### src/rtl/store_buffer.sv
// Posted-write buffer in front of the byte-laned data RAM. Stores queue in a
// small FIFO and drain whenever the RAM port is idle. Loads bypass the queue
// unless they hit a word that still has a pending store.
module store_buffer #(
    parameter int DEPTH = 4
) (
    input  logic        clk,
    input  logic        rst_n,
    input  logic        req_valid,
    input  logic        req_we,
    input  logic [31:0] req_addr,
    input  logic [3:0]  req_sel,
    input  logic [31:0] req_wdata,
    output logic        req_ready,
    output logic [31:0] rd_data,
    input  logic        hold,
    output logic        empty,
    output logic        ram_ce,
    output logic        ram_we,
    output logic [31:0] ram_addr,
    output logic [3:0]  ram_sel,
    output logic [31:0] ram_wdata,
    input  logic [31:0] ram_rdata
);
    localparam int PW = $clog2(DEPTH);

    logic [29:0]   e_addr  [DEPTH];
    logic [3:0]    e_sel   [DEPTH];
    logic [31:0]   e_wdata [DEPTH];
    logic [PW-1:0] head;
    logic [PW-1:0] tail;
    logic [PW:0]   count;

    logic [DEPTH-1:0] live;
    logic [PW-1:0]    off;
    logic             hazard;
    logic             load_acc;
    logic             drain;
    logic             store_acc;

    // An entry is live when its distance from head is below count; pointer
    // equality alone cannot tell full from empty.
    always_comb begin
        live   = '0;
        off    = '0;
        hazard = 1'b0;
        for (int i = 0; i < DEPTH; i++) begin
            off     = PW'(i) - head;
            live[i] = ({1'b0, off} < count);
            if (live[i] && (e_addr[i] == req_addr[31:2]))
                hazard = 1'b1;
        end
    end

    assign load_acc  = req_valid & ~req_we & ~hold & ~hazard;
    assign drain     = (count != '0) & ~hold & ~load_acc;
    assign store_acc = req_valid & req_we & ((count < (PW+1)'(DEPTH)) | drain);
    assign req_ready = load_acc | store_acc;
    assign rd_data   = load_acc ? ram_rdata : 32'h0;
    assign empty     = (count == '0);

    always_comb begin
        ram_ce    = 1'b0;
        ram_we    = 1'b0;
        ram_addr  = 32'h0;
        ram_sel   = 4'h0;
        ram_wdata = 32'h0;
        if (load_acc) begin
            ram_ce   = 1'b1;
            ram_addr = req_addr;
            ram_sel  = 4'hf;
        end else if (drain) begin
            ram_ce    = 1'b1;
            ram_we    = 1'b1;
            ram_addr  = {e_addr[head], 2'b00};
            ram_sel   = e_sel[head];
            ram_wdata = e_wdata[head];
        end
    end

    // Entry payload needs no reset; only the pointers and count define validity.
    always_ff @(posedge clk) begin
        if (store_acc) begin
            e_addr[tail]  <= req_addr[31:2];
            e_sel[tail]   <= req_sel;
            e_wdata[tail] <= req_wdata;
        end
    end

    always_ff @(posedge clk or negedge rst_n) begin
        if (!rst_n) begin
            head  <= '0;
            tail  <= '0;
            count <= '0;
        end else begin
            if (drain)
                head <= head + 1'b1;
            if (store_acc)
                tail <= tail + 1'b1;
            case ({store_acc, drain})
                2'b10:   count <= count + 1'b1;
                2'b01:   count <= count - 1'b1;
                default: count <= count;
            endcase
        end
    end
endmodule
### config.mk
export PLATFORM = sky130hd
export DESIGN_NAME = store_buffer
export DESIGN_NICKNAME = d
export VERILOG_FILES = /design/src/rtl/store_buffer.sv
export SDC_FILE = /design/constraint.sdc
export NUM_CORES = 1
export LEC_CHECK = 0
export CAP_MARGIN = 5
export CORE_MARGIN = 1
export CORE_UTILIZATION = 50
export DETAILED_ROUTE_END_ITERATION = 16
export PLACE_DENSITY_LB_ADDON = 0.25
export SYNTH_ARGS = -nofsm -noshare
export SYNTH_HDL_FRONTEND = slang
export SYNTH_SLANG_ARGS = --single-unit
### constraint.sdc
create_clock -name clk -period 5 [get_ports clk]
set_clock_uncertainty 0.05 [all_clocks]
set_input_delay 0.5 -clock clk [delete_from_list [all_inputs] [get_ports clk]]
set_output_delay 0.5 -clock clk [all_outputs]
set_load 0.005 [all_outputs]
# Word-level counts from Yosys, hierarchy flattened
# Memory sizes are Yosys's and may differ from the RTL's.
# Index checks and enable logic that the tools add are counted.
# classes
bitwise_logic,13
n_shift,0
n_reduce_logical,7
n_div,0
magnitude_cmp,5
n_eq_ne,6
addsub,8
n_mux,17
mul,0
# ops
cell,n
32-bit two-way mux,5
30-bit equality test,4
2-bit by 3-bit < comparator with 1-bit output,4
1-bit two-way mux,9
4-bit two-way mux,2
1-bit bitwise AND,7
3-bit case mux with 2 select lines,1
2-bit by 1-bit adder with 2-bit output (second input constant),2
1-bit logical AND,4
1-bit inverter,4
1-bit by 2-bit subtractor with 2-bit output (first input constant),2
2-bit subtractor (first input constant),2
3-bit by 1-bit adder with 3-bit output (second input constant),1
3-bit logical NOT,1
3-bit < comparator (second input constant),1
3-bit nonzero test,1
3-bit by 1-bit subtractor with 3-bit output (second input constant),1
2-bit by 1-bit equality test with 1-bit output (second input constant),1
2-bit equality test (second input constant),1
1-bit OR,2
2-bit nonzero test,1
# word_totals
mem_count,3
out_inout_bits,104
mem_bits_rw,264
latch_bits,0
regBits,7
wordCells,62
mem_bits_ro,0
inputBits,105
# mem_list
name,depth,width,read_ports,rd_ports_with_merged_regs,wr,line_no,text
e_wdata,4,32,1,0,1,29,logic [31:0] e_wdata [DEPTH];
e_addr,4,30,5,0,1,27,logic [29:0] e_addr [DEPTH];
e_sel,4,4,1,0,1,28,logic [3:0] e_sel [DEPTH];

# Longest topological paths before layout
# depth
ltp_word,15
mapped_depth,19
ltp_nobuf,14

# Worst setup path after synthesis
# Ideal clock, no wire load.
# synth_path
path_kind,register -> register
start,register head[0]
end,register count[2]
arrival_ps,3656
path_buffers,5
path_slack_ps,1214
required_ps,4870
path_stages_with_launch,20
setup_ps,80
synth_period_minus_slack_ps,3786
path_cell_list,dfrtp_1 > buf_2 > buf_2 > buf_2 > xor2_1 > inv_1 > ha_1 > a2111o_1 > a21oi_1 > and3_1 > nor4_2 > buf_6 > buf_6 > nor2_1 > ha_1 > inv_1 > fa_1 > xor2_1 > nor2_1 > xnor2_1
# synth_via
elab_chain_len,15
elab_cells_between_ends,26
cone_classes,add/sub (4); order compare (4); eq/ne (2); mux (5); bitwise (6); reduce/logical (5)
# synth_lines
item,line_no,text
"start, declared",30,logic [PW-1:0] head;
"start signal, assigned",97,head <= head + 1'b1;
1-bit by 2-bit subtractor with 2-bit output,48,off = PW'(i) - head;
2-bit by 3-bit < comparator with 1-bit output,49,"live[i] = ({1'b0, off} < count);"
1-bit logical AND,50,if (live[i] && (e_addr[i] == req_addr[31:2]))
1-bit two-way mux (3 in a row),50,
1-bit two-way mux (*),50,
1-bit inverter (*),55,assign load_acc = req_valid & ~req_we & ~hold & ~hazard;
1-bit bitwise AND (*),55,
1-bit inverter (*),56,assign drain = (count != '0) & ~hold & ~load_acc;
1-bit bitwise AND (*),56,
1-bit OR,57,assign store_acc = req_valid & req_we & ((count < (PW+1)'(DEPTH)) | drain);
1-bit bitwise AND,57,
2-bit by 1-bit equality test with 1-bit output or 2-bit equality test (tied branches),100,"case ({store_acc, drain})"
3-bit case mux with 2 select lines or 2-bit nonzero test (tied branches),-,
"end signal, assigned",101,2'b10: count <= count + 1'b1;
"end signal, assigned",102,2'b01: count <= count - 1'b1;
"end signal, assigned",103,default: count <= count;
"end, declared",32,logic [PW:0] count;
# Mark *: on every way between the ends. The rest lies on a longest branch, timed or not.
# A chain may end at the register's enable or synchronous reset.

# Worst setup path after layout
# layout_path
start,register head[1]
end,output ram_addr[26]
# layout_via
elab_chain_len,13
elab_cells_between_ends,23
cone_classes,add/sub (4); order compare (4); mux (6); bitwise (4); reduce/logical (4); memory (1)
# layout_lines
item,line_no,text
1-bit by 2-bit subtractor with 2-bit output,48,
2-bit by 3-bit < comparator with 1-bit output,49,
1-bit logical AND,50,
1-bit two-way mux (4 in a row),50,
1-bit inverter,55,
1-bit bitwise AND,55,
1-bit inverter,56,
1-bit bitwise AND,56,
32-bit two-way mux,72,end else if (drain) begin
32-bit two-way mux (*),68,if (load_acc) begin
"end, declared",20,"output logic [31:0] ram_addr,"
# Marked as above.

==> summary.txt <==
Status
  – Status: completed

Layout
  – P&R area growth vs syn: 24.91%
  – Diode count: 0
  – Total number of nets in the final design: 1092
  – Fraction of final layout cells sized beyond drive strength 1: 0.1593

STA
  – Post-Route Hold Slack: 193.1 ps
  – Setup repair after global routing missed its margin: false
  – Max-slew violation count: 0
  – Setup violations, final: 0
  – Sum of negative setup slack: 0 ps
  – Max transition margin: 0.2982
  – Achievable clock frequency: 220.4 MHz
  – Final worst-path cycle share: 0.9073
  – Time the final worst path needs with I/O delays and setup: 4537 ps
  – Worst-Margin Slew: 1053 ps
  – Final-report hold violation count: 0

Synthesis
  – Cell with the most instances after synthesis: edfxtp_1
  – Adder-cell share of the synthesized area: 0.01028
  – Dominant combinational cell family by area after synthesis: multiplexers
  – Post-synth top flop: edfxtp_1
  – Top post-synthesis cells by count: edfxtp_1 (264), xnor2_1 (110), mux4_2 (66), inv_1 (41), and2_1 (38)
  – Top cells by area in the synthesized netlist: edfxtp_1 (61%), mux4_2 (12%), xnor2_1 (7.5%)
  – Mux share of post-synthesis cell area: 0.1385
  – Fraction of the yosys area taken by sequential cells: 0.6281
  – Count of cell types in the netlist: 37
  – Area share of and/or/nand/nor cells after synthesis: 0.08448
  – Cell type with the largest total area after synthesis: edfxtp_1
  – Share of the synthesized area in compound gates (AO/OA/AOI/OAI): 0.01571
  – Number of flops mapped to enable cells by yosys: 264
  – Post-synthesis net count: 905
  – Xor and xnor area share after synthesis: 0.08419
  – Async SR Flop Fraction: 0.02583
  – Avg Inst Size Synth: 16.33 µm²
  – Yosys warning total: 0
  – Synth top area share: 0.6145
  – Syn Std Cell Area: 12900 µm²
  – #FFs+latches synth: 271
  – Syn Inst Count: 790

CTS
  – Clk Latency, worst-skew pair: 540 ps
  – Clock buffer count from CTS: 28
  – Clock tree from TritonCTS: yes
  – Setup fix buffers added after clock tree synthesis: 0
  – H-tree depth reported by CTS: 1
  – Number of clock sinks: 271
  – Clock edge transition at the registers on the reported setup and hold paths: 60 ps
  – Post-CTS Hold Buffers: 0
  – Clock root buffer: clkbuf_16
  – Maximum clock path buffer count: 3
  – Count of instances resized after the clock tree is built: 0

Critical path
  – Reg2reg start: head[1]
  – Maximum fanout count along the critical path: 89
  – Element type at the critical path start: register
  – Worst setup path startpoint: head[1]
  – WP data arrival: 3990 ps
  – Critical path class: register to output pin
  – Worst path required time: 4450 ps
  – Critical path endpoint category: output pin

Pwr
  – Sequential cell fraction of total power: 0.394
  – Sw Ratio: 0.2740
  – Clock share of power: 0.290
  – Maximum VDD drop: 436.0 µV
  – Leak Pwr: 5.271 nW
  – Combinational group share of total power: 0.316
  – Power per Cell Area: 444.9 nW/µm²
  – Reported net switching power: 1.965 mW
  – Pint: 5.204 mW

Routing
  – DRT antenna net count: 0
  – Number of remaining DRC errors: 0
  – Avg Vias per Cell: 5.538
  – Wire per inst: 21.90 µm
  – Via count: 7355
  – Total iterations of the first detailed-routing run: 4
  – Drt total wl: 29090 µm
  – Number of violations reported at the end of detailed-routing iteration 0: 598

GRT
  – Largest net degree at the start of global routing: 90
  – Wire length of the first global-routing pass: 44320 µm
  – Number of antenna violations at the first check in global routing: 1
  – Global routing usage summed across all routing layers: 0.2243
  – Sum of overflow across all layers after global routing: 0
  – Number of global-route vias before repair: 7412

Die
  – Die X: 162.6 µm
  – Placeable Area: 25250 µm²
  – Count of boundary I/O pins: 209
  – Number of rows created at floorplan: 58
  – DIE HEIGHT: 162.6 µm
  – DIE AREA: 26450 µm²
  – Effective utilization at floorplan: 0.5108

Flow run
  – Max-cap violation count: 0

Placement
  – Number of port buffers: 208
  – HPWL Detailed: 19030 µm
  – Routability congestion estimate: 0.9455

Hold path
  – Min-Delay Path Class: primary input to async pin
==> cell families after synthesis <==
| logic type | Yosys count |
|---|---|
| and+or+nand+nor | 160 |
| buffers and inverters | 104 |
| muxes | 96 |
| DFF | 271 |
| xor gates and xnor gates | 124 |
| adders and majority gates | 10 |
| AOI/OAI and AO/OA | 25 |
==> worst max-delay path: stages, from the launching register on <==
cell	delay [ps]
dfrtp_2	370
buf_4	560
ha_1	260
o2bb2ai_1	160
a2111oi_4	80
a31o_2	310
nor4_4	220
buf_12	430
mux2i_1	450
clkdlybuf4s50_1	580
==> per-layer routing <==
layer | GRT usage | vias to the layer above | share of wire
met5 | 0 | - | 0.00038
met4 | 0.07009 | 2 | 0.027
met3 | 0.04278 | 59 | 0.069
li1 | - | 3328 | -
met2 | 0.3704 | 278 | 0.49
met1 | 0.3019 | 3688 | 0.42
==> sequential cells by signal (all words and copies together) (netlist names) <==
register and cells:
count 3, e_addr 120, e_sel 16, tail 2
head 2, e_wdata 128
==> layout by cell type (no fill, tap or decap), drive strengths merged, types with 5 or more instances in the layout <==
cell,count
a21oi,5
and2,38
buf,12
clkbuf,35
clkdlybuf4s50,208
clkinv,10
dfrtp,7
edfxtp,264
ha,9
inv,41
mux2i,30
mux4,66
nand2,37
nand3,6
nand4,27
nor2,7
nor3b,32
nor4,5
o21ai,5
xnor2,110
xor2,14
==> power by group through the flow <==
stage	Sequential, mW	Clock (mW)	Combinational (mW)
floorplan	2.84	0	1.42
global placement	2.86	0	2.28
detailed placement	2.87	0	2.30
CTS	2.82	2.12	2.31
global route	2.84	2.20	2.45
finish	2.82	2.08	2.26
==> path summary, 6_finish.rpt <==
path / endpoint / cells after the start / slack (ps)
hold reg to reg: count[1] / 2 / 450
setup / recovery: ram_addr[26] / 9 / 460
hold / removal: tail[1] / 1 / 190
min in group clk: count[1] / 2 / 450
setup reg to reg: count[2] / 16 / 1230
max in group asynchronous: head[0] / 1 / 4420
==> stage by stage <==
stage / instances / total power [mW] / utilization / worst slack, ps / area [µm²]
floorplan: 790 / 4.264 / - / 1214 / 12900
global placement: 1277 / 5.144 / 0.6015 / 703.0 / 15190
detailed placement: 1277 / 5.165 / 0.6015 / 660.5 / 15190
CTS: 1328 / 7.254 / 0.6380 / 412.6 / 16110
global route: 1328 / 7.495 / 0.6380 / 287.7 / 16110
finish: 1328 / 7.168 / 0.6380 / 463.3 / 16110
==> area by class of cell <==
type	count	area, µm²
clock buffer	35	748.2
clock inverter	16	175.2
sequential	271	8108
multi-input combinational	415	4318
fill	1844	9141
inverter	41	153.9
timing repair buffer	220	2197
tap	330	412.9
No activity file was read; power rests on OpenSTA's default activity.
